[src/rtl/mips_fetch_if.sv]
// Fetch-to-core instruction handshake: the fetch unit presents one word with
// its byte PC under valid/ready flow control.
interface mips_fetch_if;
  logic [31:0] instruction;
  logic        instr_valid;
  logic [31:0] instr_pc;
  logic        instr_ready;

  modport master (output instruction, instr_valid, instr_pc, input instr_ready);
  modport slave  (input instruction, instr_valid, instr_pc, output instr_ready);
endinterface

[src/rtl/mips_fetch_unit.sv]
// Instruction fetch stage: loadable instruction memory plus byte-addressed PC,
// streaming words to mips_core until the sentinel halt word is reached.
module mips_fetch_unit #(
  parameter int          IMEM_DEPTH = 64,
  parameter int          ADDR_W     = 6,
  parameter logic [31:0] HALT_WORD  = 32'hFFFF_FFFF
) (
  input  logic              clk,
  input  logic              reset,
  input  logic              start,
  input  logic              load_en,
  input  logic [ADDR_W-1:0] load_addr,
  input  logic [31:0]       load_data,
  mips_fetch_if.master      fetch,
  output logic              halted,
  output logic [15:0]       instr_count
);

  typedef enum logic [1:0] {IDLE, RUN, HALTED} state_t;

  state_t state, state_nxt;

  logic [31:0]       mem [IMEM_DEPTH];
  logic [31:0]       pc;
  logic [ADDR_W-1:0] word_idx;
  logic [ADDR_W-1:0] word_idx_nxt;
  logic [31:0]       pc_nxt;
  logic [31:0]       fetch_word;
  logic              load_cond;
  logic              hit_halt;
  logic              transfer;

  // The PC only ever holds word-aligned addresses inside the memory, so the
  // increment is done on the word index and wraps naturally at IMEM_DEPTH.
  assign word_idx     = pc[ADDR_W+1:2];
  assign word_idx_nxt = word_idx + ADDR_W'(1);
  assign pc_nxt       = {{(30-ADDR_W){1'b0}}, word_idx_nxt, 2'b00};
  assign fetch_word   = mem[word_idx];

  assign load_cond = (state == RUN) && (!fetch.instr_valid || fetch.instr_ready);
  assign hit_halt  = load_cond && (fetch_word == HALT_WORD);
  assign transfer  = fetch.instr_valid && fetch.instr_ready;

  always_comb begin
    state_nxt = state;
    case (state)
      IDLE:    if (start)    state_nxt = RUN;
      RUN:     if (hit_halt) state_nxt = HALTED;
      HALTED:  if (start)    state_nxt = RUN;
      default:               state_nxt = IDLE;
    endcase
  end

  // Memory is deliberately outside reset so a program survives it; writes are
  // locked out while running so the stream being fetched cannot change.
  always_ff @(posedge clk) begin
    if (load_en && (state != RUN))
      mem[load_addr] <= load_data;
  end

  always_ff @(posedge clk) begin
    if (reset) begin
      state             <= IDLE;
      pc                <= '0;
      fetch.instruction <= '0;
      fetch.instr_valid <= 1'b0;
      fetch.instr_pc    <= '0;
      halted            <= 1'b0;
      instr_count       <= '0;
    end else begin
      state <= state_nxt;
      if (transfer)
        instr_count <= instr_count + 16'd1;
      case (state)
        IDLE: begin
          if (start)
            pc <= '0;
        end
        RUN: begin
          if (load_cond) begin
            if (hit_halt) begin
              fetch.instr_valid <= 1'b0;
              halted            <= 1'b1;
            end else begin
              fetch.instruction <= fetch_word;
              fetch.instr_valid <= 1'b1;
              fetch.instr_pc    <= pc;
              pc                <= pc_nxt;
            end
          end
        end
        HALTED: begin
          if (start) begin
            halted <= 1'b0;
            pc     <= '0;
          end
        end
        default: ;
      endcase
    end
  end

endmodule

[src/flat_wrapper.sv]
// flat-port wrapper written by rule: the top's interface ports become plain ports
module mips_fetch_unit_flat 
#(
  parameter int          IMEM_DEPTH = 64,
  parameter int          ADDR_W     = 6,
  parameter logic [31:0] HALT_WORD  = 32'hFFFF_FFFF
)
  (clk, reset, start, load_en, load_addr, load_data, halted, instr_count, fetch_instruction, fetch_instr_valid, fetch_instr_pc, fetch_instr_ready);
  mips_fetch_if fetch_i ();
  input  logic clk;
  input  logic reset;
  input  logic start;
  input  logic load_en;
  input  logic [ADDR_W-1:0] load_addr;
  input  logic [31:0] load_data;
  output logic halted;
  output logic [15:0] instr_count;
  output wire logic [$bits(fetch_i.instruction)-1:0] fetch_instruction;
  output wire logic [$bits(fetch_i.instr_valid)-1:0] fetch_instr_valid;
  output wire logic [$bits(fetch_i.instr_pc)-1:0] fetch_instr_pc;
  input wire logic [$bits(fetch_i.instr_ready)-1:0] fetch_instr_ready;
  assign fetch_instruction = fetch_i.instruction;
  assign fetch_instr_valid = fetch_i.instr_valid;
  assign fetch_instr_pc = fetch_i.instr_pc;
  assign fetch_i.instr_ready = fetch_instr_ready;
  mips_fetch_unit #(.IMEM_DEPTH(IMEM_DEPTH), .ADDR_W(ADDR_W), .HALT_WORD(HALT_WORD)) u_core (.clk(clk), .reset(reset), .start(start), .load_en(load_en), .load_addr(load_addr), .load_data(load_data), .fetch(fetch_i), .halted(halted), .instr_count(instr_count));
endmodule
[config.mk]
export PLATFORM = sky130hd
export DESIGN_NAME = mips_fetch_unit_flat
export DESIGN_NICKNAME = d
export VERILOG_FILES = /design/src/rtl/mips_fetch_if.sv /design/src/rtl/mips_fetch_unit.sv /design/src/flat_wrapper.sv
export SDC_FILE = /design/constraint.sdc
export NUM_CORES = 2
export LEC_CHECK = 0
export ABC_AREA = 1
export CAP_MARGIN = 5
export CORE_AREA = 3 3 398 439
export CTS_CLUSTER_DIAMETER = 150
export DETAILED_ROUTE_END_ITERATION = 6
export DIE_AREA = 0 0 401 442
export DONT_BUFFER_PORTS = 1
export GPL_ROUTABILITY_DRIVEN = 0
export PLACE_DENSITY = 0.64
export SLEW_MARGIN = 20
export SYNTH_ARGS = -nofsm -noshare
export SYNTH_HDL_FRONTEND = slang
export SYNTH_SLANG_ARGS = --single-unit
[constraint.sdc]
create_clock -name clk -period 3.5 [get_ports clk]
set_input_delay 0 -clock clk [delete_from_list [all_inputs] [get_ports clk]]
set_output_delay 0 -clock clk [all_outputs]
set_load 0.01 [all_outputs]
==> impl_metrics.env <==
export IMPL_timing_critical_path_from_type="flip-flop"
export IMPL_final_cell_mix="sky130_fd_sc_hd__nand2_1 (2312), sky130_fd_sc_hd__edfxtp_1 (2048), sky130_fd_sc_hd__nand3_1 (1936)"
export IMPL_die_width_um=401
export IMPL_share_seq_of_total_power_pct=49.9
export IMPL_area_growth_syn_to_layout_pct=16.3
export IMPL_criticalPathCategory="reg -> reg"
export IMPL_synth_cell_types=28
export IMPL_final_hold_violation_count=0
export IMPL_synth_yosys_warnings=0
export IMPL_max_vdd_ir_drop_v=0.000449
export IMPL_fin_setup_tns_ns=0
export IMPL_achievable_frequency_mhz=291
export IMPL_initial_antenna_violation_count=14
export IMPL_final_layout_size_suffix_gt1_share_pct=10.2
export IMPL_yosys_register_bits=2118
export IMPL_core_area_sq_um=171000
export IMPL_floorplan_die_area_sq_um=177000
export IMPL_synth_top_cells_by_area="sky130_fd_sc_hd__edfxtp_1 (72%), sky130_fd_sc_hd__nand3_1 (12%), sky130_fd_sc_hd__nand2_1 (10%)"
export IMPL_cts_num_sinks=2118
export IMPL_share_of_the_synthesized_area_in_compound_gates_ao_oa_aoi_oai_pct=0.438
export IMPL_avgSynthCellArea_sq_um=11.9
export IMPL_max_stage_delay_ns=0.62
export IMPL_post_synth_top_area_cell="sky130_fd_sc_hd__edfxtp_1"
export IMPL_layout_cells_most_common="sky130_fd_sc_hd__nand2_1"
export IMPL_layout_core_utilization_pct=58.0
export IMPL_final_antenna_net_count=0
export IMPL_maximum_number_of_pins_on_one_net_before_global_route_repair=87
export IMPL_worst_clock_skew_ns=0.0477
export IMPL_timing_critical_path_to_type="flip-flop"
export IMPL_detailroute_via_count=57985
export IMPL_synthSimpleGateAreaFrac_pct=22.5
export IMPL_cts_inserted_buffers=205
export IMPL_combinational_cell_fraction_of_total_power_pct=11.8
export IMPL_muxShareOfSynthArea_pct=0
export IMPL_synth_ff_type="sky130_fd_sc_hd__edfxtp_1"
export IMPL_max_slew_margin_rel_pct=33.3
export IMPL_rows=159
export IMPL_final_min_clock_period_ns=3.43
export IMPL_crit_arrival_ns=4.19
export IMPL_design_power_total_w=0.0563
export IMPL_num_fill_cells=13458
export IMPL_io_pins=125
export IMPL_path_buf_inv=4
export IMPL_crit_required_ns=4.26
export IMPL_die_height_um=442
export IMPL_worst_path_max_fanout=29
export IMPL_power_per_cell_area_nw_per_um2=568
export IMPL_detail_route_first_pass_iterations=6
export IMPL_hold_path_class="in -> reg"
export IMPL_net_switching_power_w=0.0142
export IMPL_tritoncts_clock_tree="built"
export IMPL_remaining_drc_errors=0
export IMPL_synth_top_cell_area_share_pct=72.2
export IMPL_timing_reg2reg_setup_slack_ns=0.07
export IMPL_cell_internal_pwr_w=0.0421
export IMPL_wl_met3_um=25700
export IMPL_clk_pin_slew_ns=0.06
export IMPL_cts_path_max_buffers=3
export IMPL_yosys_area_share_xor_xnor_pct=0.0103
export IMPL_path_common_cell="sky130_fd_sc_hd__nand2_1"
export IMPL_grt_pass1_wl_um=363000
export IMPL_crit_path_top_delay_cell="sky130_fd_sc_hd__dfxtp_4"
export IMPL_synth_edff_count=2048
export IMPL_m1WireLength_um=99500
export IMPL_post_drt_wl_per_cell_um=26.1
export IMPL_clock_insertion_delay_worst_skew_ns=0.87
export IMPL_crit_family="simple AND/OR/NAND/NOR gates"
export IMPL_met2WireLength_um=117000
export IMPL_synth_area_in_adders_pct=0.0294
export IMPL_post_route_fraction_of_the_period_consumed_by_the_critical_path_pct=98.0
export IMPL_p_leak_nw=34.8
export IMPL_highest_layer="met5"
export IMPL_drt_total_wl_um=254000
export IMPL_synth_seq_area_share_pct=73.9
export IMPL_clock_root_buffer="sky130_fd_sc_hd__clkbuf_16"
export IMPL_finalSetupViolCount=0
export IMPL_first_iter_violations=7925
export IMPL_grt_usage_pct=27.7
export IMPL_asyncSetResetFlopFracSynth_pct=0
export IMPL_area_of_the_mapped_netlist_sq_um=85100
export IMPL_gr_overflow_total=0
export IMPL_cap_viol_max_count=0
export IMPL_power_frac_clock_pct=38.3
export IMPL_synth_top_family_by_area="simple AND/OR/NAND/NOR gates"
export IMPL_port_buffers=0
export IMPL_switching_share_pct=25.2
export IMPL_layout_nets=7352
export IMPL_status="complete, no violations"
export IMPL_dp_final_hpwl_um=132000
export IMPL_floorplan_initialDensity_pct=49.9
export IMPL_cts_htree_levels=4
export IMPL_avgViaCountPerCell=5.95
export IMPL_worst_slew_pin_transition_ns=0.998
export IMPL_critical_path_cell_chain="buf_12 > buf_12 > clkbuf_16 > nand2_1 > nand3_1 > nand3_1 > nand3_1 > nand3_1 > nand2_1 > nand2_1 > nand2_1 > nand2_1 > nor2_1 > nand2_1 > nor2_1 > nand3_2 > nand2_4 > clkbuf_16 > nand2_1 > a21oi_1"
export IMPL_timing_final_max_slew_violations=0
export IMPL_postSynthCellCount=7177
export IMPL_grt_pass1_vias=54250
[Yosys cell counts (all sizes together) (2+ instances only)]
cell,instances
nor2,116
o21ai,9
ha,2
nand2,2340
dfxtp,70
nand3,1963
and2,2
a21oi,64
inv,46
nand4,12
nor3,5
buf,381
clkbuf,111
edfxtp,2048
[per-layer routing]
layer | global-route usage [%] | vias to the layer above
met3 | 4.91 | 544
met5 | 0 | -
li1 | - | 25697
met1 | 39.0 | 28446
met2 | 42.7 | 3294
met4 | 12.1 | 4
[sequential cells by signal (all words and copies together), names as in the netlist, named ones only]
name	count
u_core.fetch.instruction	32
u_core.halted	1
u_core.fetch.instr_pc	6
u_core.pc	6
u_core.fetch.instr_valid	1
u_core.state	2
u_core.instr_count	16
u_core.mem	2048
[layout make-up]
cell class,count,area [sq um],area share [%]
diodes,8,20.0,0.0202
clock buffers,260,5440,5.50
clock inverters,119,1060,1.07
inverters,47,209,0.211
multi-input cells,4545,20500,20.7
flip-flops and latches,2118,62900,63.6
well taps,2254,2820,2.85
repair buffers,389,6050,6.11
repair inverters,1,8.76,0.00885
[path summary, 6_finish.rpt]
path | startpoint | to | cells past startpoint
worst max-delay path | flip-flop | u_core.fetch.instruction[18]$_SDFFE_PP0P_ | 20
worst max register to register | flip-flop | u_core.fetch.instruction[18]$_SDFFE_PP0P_ | 20
worst min-delay path | reset | u_core.fetch.instr_pc[4]$_SDFFE_PP0P_ | 3
worst min register to register | u_core.halted$_SDFFE_PP0P_ | u_core.halted$_SDFFE_PP0P_ | 2
[stage by stage]
| stage | cells | hold slack [ns] | setup slack (ns) | cell area (sq um) |
|---|---|---|---|---|
| finish | 9741 | 0.0955 | 0.0692 | 99000 |
| detailed placement | 9235 | 0.0806 | -0.142 | 89800 |
| CTS | 9695 | 0.0240 | 0.00907 | 97800 |
| global placement | 9235 | 0.0782 | -0.143 | 89800 |
| global route | 9737 | 0.0816 | -0.0748 | 99000 |
| floorplan | 7202 | 0.0989 | 0.541 | 85200 |
[power groups by stage]
stage | Clock [W] | Combinational (W) | Sequential (W)
finish | 0.0216 | 0.00662 | 0.0281
global route | 0.0228 | 0.00707 | 0.0281
CTS | 0.0218 | 0.00614 | 0.0281
detailed placement | 0 | 0.00547 | 0.0286
global placement | 0 | 0.00543 | 0.0286
floorplan | 0 | 0.00336 | 0.0285
[logic make-up after synthesis]
logic type,count (synthesis)
DFF,2118
other,1
buffers and inverters,539
and+or+nand+nor,4442
AOI/OAI and AO/OA,74
adders and majority gates,2
xor gates and xnor gates,1
[worst register-to-register path, delay by kind of cell (launching register included)]
kind,cells,cell delay (ns)
buffers and inverters,4,0.79
AOI/OAI and AO/OA,1,0.13
DFF,1,0.62
and+or+nand+nor,15,1.80
[what timing repair did]
action | CTS | global route
resized for setup | 13 | 101
setup endpoints to repair | 10 | 54
hold endpoints to repair | 3633 | 0
hold buffers | 80 | 0
pin swaps | 0 | 2
setup buffers | 0 | 17
cloned | 1 | 22
No activity file was read; power rests on OpenSTA's default activity.
